$ cat src/rtl/uart_pkg.sv
// Shared definitions for the configurable UART transmitter: FSM encoding and divisor floor.
// Imported by uart_tx_cfg; the FIFO is type-agnostic and does not depend on it.
package uart_pkg;

    typedef enum logic [2:0] {
        IDLE   = 3'd0,
        START  = 3'd1,
        DATA   = 3'd2,
        PARITY = 3'd3,
        STOP   = 3'd4
    } uart_state_t;

    // Divisor values below this are clamped up so every bit lasts at least two cycles.
    localparam int unsigned MIN_DIV = 2;

endpackage

$ cat src/rtl/uart_sync_fifo.sv
// Synchronous FIFO, power-of-two depth, show-ahead read (head valid while not empty).
// Push ignored when full, pop ignored when empty; a pushed entry is visible one cycle later.
module uart_sync_fifo #(
    parameter int DEPTH = 8,
    parameter int WIDTH = 8
) (
    input  logic                     clk,
    input  logic                     rst,
    input  logic                     push,
    input  logic [WIDTH-1:0]         push_data,
    input  logic                     pop,
    output logic [WIDTH-1:0]         pop_data,
    output logic                     full,
    output logic                     empty,
    output logic [$clog2(DEPTH):0]   level
);

    localparam int AW = $clog2(DEPTH);

    logic [WIDTH-1:0] mem [DEPTH];
    logic [AW-1:0]    wr_ptr;
    logic [AW-1:0]    rd_ptr;
    logic             do_push;
    logic             do_pop;

    assign full     = (level == (AW+1)'(DEPTH));
    assign empty    = (level == '0);
    assign do_push  = push && !full;
    assign do_pop   = pop && !empty;
    assign pop_data = mem[rd_ptr];

    always_ff @(posedge clk) begin
        if (do_push) begin
            mem[wr_ptr] <= push_data;
        end
    end

    // Pointers are exactly AW bits wide, so increment wraps modulo DEPTH.
    always_ff @(posedge clk) begin
        if (rst) begin
            wr_ptr <= '0;
            rd_ptr <= '0;
            level  <= '0;
        end else begin
            if (do_push) begin
                wr_ptr <= wr_ptr + 1'b1;
            end
            if (do_pop) begin
                rd_ptr <= rd_ptr + 1'b1;
            end
            case ({do_push, do_pop})
                2'b10:   level <= level + 1'b1;
                2'b01:   level <= level - 1'b1;
                default: level <= level;
            endcase
        end
    end

endmodule

$ cat src/rtl/uart_tx_cfg.sv
// UART transmitter with TX FIFO and per-frame latched divisor/stop/parity; frame starts one cycle after pop.
// wr_ready drops only when the FIFO is full. Parity hardware exists only when UART_TX_PARITY_EN is defined.
module uart_tx_cfg
    import uart_pkg::*;
#(
    parameter int DATA_BITS  = 8,
    parameter int FIFO_DEPTH = 8,
    parameter int DIV_W      = 16
) (
    input  logic                          PCLK,
    input  logic                          PRESET,
    input  logic [DIV_W-1:0]              div,
    input  logic                          cfg_stop2,
    input  logic                          cfg_par_en,
    input  logic                          cfg_par_odd,
    input  logic                          wr_valid,
    input  logic [DATA_BITS-1:0]          wr_data,
    output logic                          wr_ready,
    output logic [$clog2(FIFO_DEPTH):0]   fifo_level,
    output logic                          tx_busy,
    output logic                          tx_done,
    output logic                          tx_serial
);

    localparam int BW = $clog2(DATA_BITS + 1);

    uart_state_t          state;
    logic                 fifo_full;
    logic                 fifo_empty;
    logic                 fifo_pop;
    logic [DATA_BITS-1:0] head;
    logic [DATA_BITS-1:0] shift;
    logic [DIV_W-1:0]     div_eff;
    logic [DIV_W-1:0]     div_l;
    logic [DIV_W-1:0]     cnt;
    logic [BW-1:0]        bit_idx;
    logic                 stop2_l;
    logic                 stop_second;
    logic                 bit_end;

`ifdef UART_TX_PARITY_EN
    logic                 par_en_l;
    logic                 par_bit;
`else
    logic                 unused_par;
    assign unused_par = cfg_par_en ^ cfg_par_odd;
`endif

    assign wr_ready = !fifo_full;
    assign fifo_pop = (state == IDLE) && !fifo_empty;
    assign div_eff  = (div < DIV_W'(MIN_DIV)) ? DIV_W'(MIN_DIV) : div;
    assign bit_end  = (cnt == div_l - 1'b1);

    uart_sync_fifo #(
        .DEPTH (FIFO_DEPTH),
        .WIDTH (DATA_BITS)
    ) u_fifo (
        .clk       (PCLK),
        .rst       (PRESET),
        .push      (wr_valid && wr_ready),
        .push_data (wr_data),
        .pop       (fifo_pop),
        .pop_data  (head),
        .full      (fifo_full),
        .empty     (fifo_empty),
        .level     (fifo_level)
    );

    always_ff @(posedge PCLK) begin
        if (PRESET) begin
            state       <= IDLE;
            tx_serial   <= 1'b1;
            tx_busy     <= 1'b0;
            tx_done     <= 1'b0;
            shift       <= '0;
            div_l       <= DIV_W'(MIN_DIV);
            cnt         <= '0;
            bit_idx     <= '0;
            stop2_l     <= 1'b0;
            stop_second <= 1'b0;
`ifdef UART_TX_PARITY_EN
            par_en_l    <= 1'b0;
            par_bit     <= 1'b0;
`endif
        end else begin
            tx_done <= 1'b0;
            case (state)
                IDLE: begin
                    tx_serial <= 1'b1;
                    cnt       <= '0;
                    if (!fifo_empty) begin
                        // Snapshot all framing config so mid-frame changes only affect later frames.
                        shift     <= head;
                        div_l     <= div_eff;
                        stop2_l   <= cfg_stop2;
`ifdef UART_TX_PARITY_EN
                        par_en_l  <= cfg_par_en;
                        par_bit   <= (^head) ^ cfg_par_odd;
`endif
                        tx_serial <= 1'b0;
                        tx_busy   <= 1'b1;
                        state     <= START;
                    end
                end
                START: begin
                    if (bit_end) begin
                        cnt       <= '0;
                        tx_serial <= shift[0];
                        shift     <= shift >> 1;
                        bit_idx   <= '0;
                        state     <= DATA;
                    end else begin
                        cnt <= cnt + 1'b1;
                    end
                end
                DATA: begin
                    if (bit_end) begin
                        cnt <= '0;
                        if (bit_idx == BW'(DATA_BITS - 1)) begin
                            stop_second <= 1'b0;
`ifdef UART_TX_PARITY_EN
                            if (par_en_l) begin
                                tx_serial <= par_bit;
                                state     <= PARITY;
                            end else begin
                                tx_serial <= 1'b1;
                                state     <= STOP;
                            end
`else
                            tx_serial <= 1'b1;
                            state     <= STOP;
`endif
                        end else begin
                            tx_serial <= shift[0];
                            shift     <= shift >> 1;
                            bit_idx   <= bit_idx + 1'b1;
                        end
                    end else begin
                        cnt <= cnt + 1'b1;
                    end
                end
`ifdef UART_TX_PARITY_EN
                PARITY: begin
                    if (bit_end) begin
                        cnt         <= '0;
                        tx_serial   <= 1'b1;
                        stop_second <= 1'b0;
                        state       <= STOP;
                    end else begin
                        cnt <= cnt + 1'b1;
                    end
                end
`endif
                STOP: begin
                    if (bit_end) begin
                        cnt <= '0;
                        if (stop2_l && !stop_second) begin
                            stop_second <= 1'b1;
                        end else begin
                            tx_busy <= 1'b0;
                            tx_done <= 1'b1;
                            state   <= IDLE;
                        end
                    end else begin
                        cnt <= cnt + 1'b1;
                    end
                end
                default: begin
                    tx_serial <= 1'b1;
                    tx_busy   <= 1'b0;
                    state     <= IDLE;
                end
            endcase
        end
    end

endmodule

$ cat config.mk
export PLATFORM = sky130hd
export DESIGN_NAME = uart_tx_cfg
export DESIGN_NICKNAME = d
export VERILOG_FILES = /design/src/rtl/uart_pkg.sv /design/src/rtl/uart_sync_fifo.sv /design/src/rtl/uart_tx_cfg.sv
export SDC_FILE = /design/constraint.sdc
export NUM_CORES = 1
export LEC_CHECK = 0
export CAP_MARGIN = 20
export CORE_MARGIN = 8
export CORE_UTILIZATION = 60
export CTS_BUF_LIST = sky130_fd_sc_hd__clkbuf_2 sky130_fd_sc_hd__clkbuf_4 sky130_fd_sc_hd__clkbuf_8
export CTS_CLUSTER_SIZE = 10
export DETAILED_ROUTE_END_ITERATION = 8
export GPL_TIMING_DRIVEN = 0
export PLACE_DENSITY = 0.83
export SYNTH_ARGS = -nofsm -noshare
export SYNTH_HDL_FRONTEND = slang
export SYNTH_SLANG_ARGS = --single-unit
export TNS_END_PERCENT = 100
$ cat constraint.sdc
create_clock -name PCLK -period 7.9 [get_ports PCLK]
set_clock_uncertainty 0.2 [all_clocks]
set_input_delay 2.37 -clock PCLK [delete_from_list [all_inputs] [get_ports PCLK]]
set_output_delay 2.37 -clock PCLK [all_outputs]
set_load 0.005 [all_outputs]
==> summary.md, run 1 <==
| Metric | Value |
|---|---|
| HP Class | reg2reg |
| Mapped cell area | slightly below 6000 µm² |
| Final period utilization | 0.559 |
| Max stage delay on crit path | 0.52 ns |
| Area share of the largest cell type after synthesis | 0.328 |
| Initial Util | 0.609 |
| Gr busiest metal | met2 |
| Crit path buffers/inverters | 1 |
| Period minus WS final | ~4.4 ns |
| Asr flop ratio synth | 0 |
| Startpoint Class | input port |
| Worst-Margin Slew | around 1 ns |
| DRC viols | 0 |
| Worst skew pair latency | between 0.4 and 0.5 ns |
| Number of synthesized flops with an enable pin | 64 |
| CP endpoint kind | flip-flop |
| Pre-CTS setup slack | slightly above 3 ns |
| P&R area growth vs syn | 16.3% |
| Vias in the first global route | 4308 |
| Diodes inserted | 0 |
| Post-cts repair resize count | 0 |
| Yosys top cell by area | edfxtp_1 |
| Family with the most delay on the worst path | adder cells |
| CP max stage cell | clkdlybuf4s50_1 |
| GPL Wtd Cong | approximately 0.86 |
| Worst-path maximum fanout | 7 |
| Unique cell type count in the Yosys netlist | 58 |
| CTS tree | built |
| Final ANT Viol Nets | 0 |
| Cells after synthesis | roughly 530 |
| Worst setup margin | between 3 and 4 ns |
| Final Hold Viols | 0 |
| Drt wl/cell | 17.2 µm |
| Die ar. | about 13000 µm² |
| Setup bufs post-CTS | 0 |
| GR Util met1 | 0.221 |
| Max Slew Vio Count | 0 |
| CP Class | in2reg |
| Clock Sinks | around 130 |
| End-of-flow core utilization | 0.708 |
| Vias | approximately 4200 |
| Top cells by area, synth | edfxtp_1, dfxtp_1, mux4_2 |
| Syn_area_per_cell | ~11 µm² |
| GRT Overall Usage | 0.203 |
| Max cap viols | 0 |
| WP data required | slightly above 8 ns |
| Critical path data arrival time | 4.58 ns |
| Largest net degree at the start of global routing | 17 |
| WHS | about 0.28 ns |
| Synthesis-stage register bit count | about 130 |
| Max Root-Sink Buffers | 2 |
| Grt ovf | 0 |
| Fraction of layout cells with a size suffix above 1 | 0.115 |
| Yosys warns | 0 |
| Fillers | 711 |
| Setup TNS | 0 ns |
| Core Box Area | slightly below 10000 µm² |
| Initial DRC count | roughly 260 |
| GR met2 Demand/Resource | 0.351 |
| Die Y-Extent | roughly 110 µm |
| I/O pin count | 38 |
| Clk root buf | clkbuf_8 |
| Final setup vio count | 0 |
| Clock transition at the registers of the reported paths | about 0.080 ns |
| Cts hold-fix bufs | 0 |
| H-tree levels | 4 |
| Detailed Route WL | roughly 13000 µm |
| Port Buf Inserts | 34 |
| Final HPWL DP | slightly above 9000 µm |
| Met3 Track Usage GR | 0.0614 |
| Pwr/cell area | ~330 nW/µm² |
| LEAKAGE | ~0.0024 µW |
| Synth Net Count | about 570 |
| Drt first pass iters | 5 |
| VDD IR-drop max | about 0.00028 V |
| Fmax | ~0.23 GHz |
| Post-synth top flop | dfxtp_1 |
| RSZ-0062 raised after global routing | false |
| Slew headroom | 0.344 |
| Clock buffer count from CTS | 17 |
| Die W | approximately 110 µm |
| Initial antenna violation count | 0 |
| Post-synthesis sequential area ratio | 0.549 |
| Register area | 3220 µm² |
| DR vias/cell | between 5 and 6 |
| NumNets Final | 625 |
| Footprint of the multi-input gates | around 2500 µm² |
| Row count | 36 |
| Status | completed |
| Global-route wire length before repair | between 20000 and 25000 µm |
| Crit path cell chain | clkdlybuf4s50_1 > nand2_1 > ha_1 > ha_1 > a21o_1 > a21oi_1 > xnor2_1 > or3_1 > a21oi_1 |
## area by class of cell
type | count | area share
Inverter | 12 | 0.00660
Multi-Input combinational cell | 364 | 0.366
Sequential cell | 129 | 0.472
Timing Repair Buffer | 39 | 0.0543
Tap cell | 133 | 0.0244
Buffer | 23 | 0.0156
Clock buffer | 18 | 0.0354
Clock inverter | 14 | 0.0249
## cell usage in the layout, fill, tap and decap left out, types with 4 or more instances in the layout
cell,Yosys,final
dfxtp_1,65,65
edfxtp_1,64,64
nand2_1,63,63
nor2_1,36,36
clkdlybuf4s50_1,0,34
a21oi_1,32,32
o21ai_0,27,27
nand3_1,20,20
xnor2_1,19,19
clkbuf_8,0,17
mux4_2,16,16
mux2i_1,16,16
nor3_1,15,15
xor2_1,15,15
clkbuf_1,14,14
inv_1,12,12
nor4_1,11,10
and3_1,9,9
a21o_1,8,8
ha_1,8,8
nor3b_1,7,7
nand2b_1,6,6
or3_1,6,6
buf_1,5,5
inv_6,0,5
or2_2,4,4
buf_2,1,4
## worst reg2reg max path: cells and delay by family (launching register included)
| family | cells | cell delay [ns] |
|---|---|---|
| adder cells (fa/ha/maj) | 3 | 0.77 |
| AND/OR/NAND/NOR | 4 | 0.94 |
| AO/OA/AOI/OAI | 4 | 0.61 |
| XOR/XNOR | 1 | 0.09 |
| buffers and inverters | 2 | 0.59 |
| flip-flops | 1 | 0.35 |
## power by group
part | leakage, µW | internal (µW) | switching (µW)
logic | 0.00110 | 351 | 468
clock network | 0.000204 | 296 | 284
registers | 0.00111 | 794 | 82.5
## per-layer routing
metal | part of all wire | wire length (µm)
met5 | 0 | 0
met4 | 0.022 | 282
met3 | 0.044 | 548
met2 | 0.53 | 6640
met1 | 0.41 | 5120
## cells in the mapped netlist (15+ instances only)
| cell type | n |
|---|---|
| xnor2_1 | 19 |
| mux4_2 | 16 |
| nand2_1 | 63 |
| nor2_1 | 36 |
| xor2_1 | 15 |
| a21oi_1 | 32 |
| mux2i_1 | 16 |
| o21ai_0 | 27 |
| nand3_1 | 20 |
| edfxtp_1 | 64 |
| dfxtp_1 | 65 |
| nor3_1 | 15 |
## kinds of logic after synthesis
family	share of synthesized area
AOI/OAI and AO/OA	0.0949
xor gates and xnor gates	0.0508
adders and majority gates	0.0205
buffers and inverters	0.0258
DFF	0.549
muxes	0.0887
and+or+nand+nor	0.170
## state kept, by name (all words and copies together) (netlist names), 4 cells and up, named ones only
name / cells
u_fifo.mem: 64
cnt: 16
div_l: 16
shift: 8
bit_idx: 4
u_fifo.level: 4
## stage by stage
step	area [µm²]	power [µW]	instances
floorplan	5870	1480	528
global placement	6370	1660	695
detailed placement	6410	1700	700
CTS	6820	2280	732
global route	6820	2410	732
finish	6820	2280	732
## path summary, 6_finish.rpt
kind / from / endpoint / slack [ns] / cells after the start
max: wr_valid / u_fifo.level[3] / 3.48 / 9
min: stop2_l / stop2_l / 0.28 / 2
max reg2reg: bit_idx[0] / u_fifo.level[3] / 4.29 / 14
min reg2reg: stop2_l / stop2_l / 0.28 / 2
(Power assumes the default switching activity.)
==> run 2, diff against run 1 <==
==> constraint.sdc (replaced) <==
create_clock -name PCLK -period 4.4 [get_ports PCLK]
set_clock_uncertainty 0.2 [all_clocks]
set_input_delay 1.32 -clock PCLK [delete_from_list [all_inputs] [get_ports PCLK]]
set_output_delay 1.32 -clock PCLK [all_outputs]
set_load 0.005 [all_outputs]
==> results of run 2 <==
Same layout as run 1 (identical final DEF). Status: completed.
Main changes from that run: setup slack after placement 3.05 ns -> 0.596 ns; setup slack after layout 3.48 ns -> 0.795 ns; start point of the critical path wr_valid -> bit_idx[0]; register-to-register setup slack 4.29 ns -> 0.79 ns; total power 2280 µW -> 4090 µW; worst IR drop on VDD 0.000278 V -> 0.000499 V
==> run 3, diff against run 2 <==
==> constraint.sdc (replaced) <==
create_clock -name PCLK -period 3.6 [get_ports PCLK]
set_clock_uncertainty 0.2 [all_clocks]
set_input_delay 1.08 -clock PCLK [delete_from_list [all_inputs] [get_ports PCLK]]
set_output_delay 1.08 -clock PCLK [all_outputs]
set_load 0.005 [all_outputs]
==> run 3 against run 2 <==
Cell count increased by 0.41%. Core utilization increased by 0.48 points. Fmax increased by 6.1%. Power increased by 24%. Via count increased by 1.3%. Register-to-register slack got worse by 0.59 ns. First-iteration DRC count increased by 19%. Largest cell class unchanged.
==> summary.md, run 3 (synthesis results as in run 1) <==
| Metric | Value |
|---|---|
| Fraction of layout cells with a size suffix above 1 | 0.130 (was 0.115) |
| Largest reg by FF count | u_fifo.mem (unchanged) |
| H-tree levels | 4 (unchanged) |
| I/O pin count | 38 (unchanged) |
| Largest regs | u_fifo.mem: 64 flops, cnt: 16 flops, div_l: 16 flops (unchanged) |
| Max FFs per register | 64 (unchanged) |
| Die ar. | 13200 µm² (unchanged) |
| WP data required | 3.77 ns (was 4.57 ns) |
| Family with the most delay on the worst path | compound AO/OA/AOI/OAI gates (was simple AND/OR/NAND/NOR gates) |
| Diodes inserted | 0 (unchanged) |
| Final ANT Viol Nets | 0 (unchanged) |
| DRC viols | 0 (unchanged) |
| Critical path data arrival time | 3.57 ns (was 3.77 ns) |
| Final setup vio count | 0 (unchanged) |
| P&R area growth vs syn | 17.1% (was 16.3%) |
| Clk root buf | clkbuf_8 (unchanged) |
| Clock transition at the registers of the reported paths | 0.08 ns (about the same) |
| Vias | 4251 (was 4196) |
| Core Box Area | 9640 µm² (unchanged) |
| CP max stage cell | or4b_1 (was clkbuf_1) |
| Max Root-Sink Buffers | 2 (unchanged) |
| Crit path buffers/inverters | 4 (was 2) |
| Grt ovf | 0 (unchanged) |
| RSZ-0062 raised after global routing | false (unchanged) |
| Fmax | 0.294 GHz (was 0.277 GHz) |
| CP endpoint kind | flip-flop (unchanged) |
| Initial Util | 0.609 (unchanged) |
| Die W | 115 µm (unchanged) |
| Clock Sinks | 129 (unchanged) |
| Most frequent cells in the layout | dfxtp_1, edfxtp_1, nand2_1 (unchanged) |
| Max Slew Vio Count | 0 (unchanged) |
| Final std cells w/o fill | 735 (was 732) |
| GPL Wtd Cong | 0.859 (unchanged) |
| Initial DRC count | 313 (was 262) |
| Final HPWL DP | 9110 µm (unchanged) |
| Drt first pass iters | 4 (was 5) |
| WHS | 0.278 ns (was 0.279 ns) |
| CTS tree | built (unchanged) |
| Pwr Total | 5060 µW (was 4090 µW) |
| Crit path cell chain | clkbuf_1 > inv_1 > ha_1 > or4b_1 > buf_2 > o21a_1 > a211o_1 > a31oi_2 > nor2_2 > a211o_2 > buf_4 > o21ai_0 > o2bb2ai_1 (was ha_1 > nand3b_1 > nor2b_1 > o21bai_1 > or2_2 > inv_1 > clkbuf_1 > ha_1 > ha_1 > a21o_1 > a21oi_1 > xnor2_1 > or3_1 > a21oi_1) |
| Clock buffer count from CTS | 17 (unchanged) |
| LEAKAGE | 0.00244 µW (was 0.00242 µW) |
| CP Class | reg2reg (unchanged) |
| Final Hold Viols | 0 (unchanged) |
| Row count | 36 (unchanged) |
| NumNets Final | 628 (was 625) |
| Footprint of the multi-input gates | 2520 µm² (was 2500 µm²) |
| Slew headroom | 0.335 (was 0.344) |
| Cts hold-fix bufs | 0 (unchanged) |
| Final period utilization | 0.944 (was 0.819) |
| Port Buf Inserts | 34 (unchanged) |
| Initial antenna violation count | 0 (unchanged) |
| Max stage delay on crit path | 0.44 ns (about the same) |
| Drt wl/cell | 17.3 µm (was 17.2 µm) |
| Register area | 3220 µm² (about the same) |
| Worst-Margin Slew | 0.989 ns (was 0.975 ns) |
| Largest net degree at the start of global routing | 17 (unchanged) |
| Vias in the first global route | 4308 (unchanged) |
| Startpoint Class | flip-flop (unchanged) |
| Detailed Route WL | 12700 µm (was 12600 µm) |
| Max cap viols | 0 (unchanged) |
| DR vias/cell | 5.78 (was 5.73) |
| Die Y-Extent | 115 µm (unchanged) |
| # placed instances | 700 (unchanged) |
| Global-route wire length before repair | 20500 µm (unchanged) |
| Fillers | 698 (was 711) |
| Worst-path maximum fanout | 10 (unchanged) |
| Status | completed (unchanged) |
| HP Class | reg2reg (unchanged) |
| VDD IR-drop max | 0.000613 V (was 0.000499 V) |
| Period minus WS final | 3.40 ns (was 3.61 ns) |
| Pwr/cell area | 736 nW/µm² (was 599 nW/µm²) |
| GRT Overall Usage | 0.203 (unchanged) |
| Setup TNS | 0 ns (unchanged) |
| Worst skew pair latency | 0.44 ns (about the same) |
## run 3: layer usage
layer | vias to the layer above | GRT usage | wire length [µm]
met5 | - | 0 | 0
li1 | 2068 | - | -
met3 | 34 | 0.0614 | 579
met1 | 2039 | 0.221 | 5130
met2 | 110 | 0.351 | 6620
met4 | 0 | 0.102 | 408
## run 3: final cells by class
| type | instances | area share |
|---|---|---|
| clock buffer | 18 | 0.0352 |
| buffer | 23 | 0.0160 |
| inverter | 12 | 0.00656 |
| timing repair buffer | 42 | 0.0572 |
| tap | 133 | 0.0242 |
| sequential | 129 | 0.469 |
| multi-input combinational | 364 | 0.367 |
| clock inverter | 14 | 0.0248 |
## run 3: worst paths after layout
path / start / slack (ns) / cells past startpoint / end
max reg2reg: div_l[0] / 0.20 / 13 / cnt[6]
min: stop2_l / 0.28 / 2 / stop2_l
min reg2reg: stop2_l / 0.28 / 2 / stop2_l
max: div_l[0] / 0.20 / 13 / cnt[6]
## run 3: timing repair
action	CTS	global route
endpoints found under the setup margin	0	23
gates resized for setup	0	10
setup buffers	0	3
## run 3: stage by stage
| step | area (µm²) | worst slack, ns | utilization |
|---|---|---|---|
| 2_1_floorplan | 5870 | 0.386 | - |
| 3_3_place_gp | 6370 | -0.286 | 0.661 |
| 3_5_place_dp | 6410 | 0.0229 | 0.665 |
| 4_1_cts | 6820 | 0.00485 | 0.708 |
| 5_1_grt | 6870 | 0.00220 | 0.712 |
| 6_report | 6870 | 0.201 | 0.712 |
## run 3: worst min-delay path, cell delays in order (launching register included)
cell and delay (ns):
dfxtp_1 0.33, nand2_1 0.06, a21oi_1 0.05
## run 3: power by group
group          total, µW  internal (µW)  switching, µW
Clock               1280            649            626
Combinational       1850            807           1050
Sequential          1930           1740            184
Total               5060           3200           1860
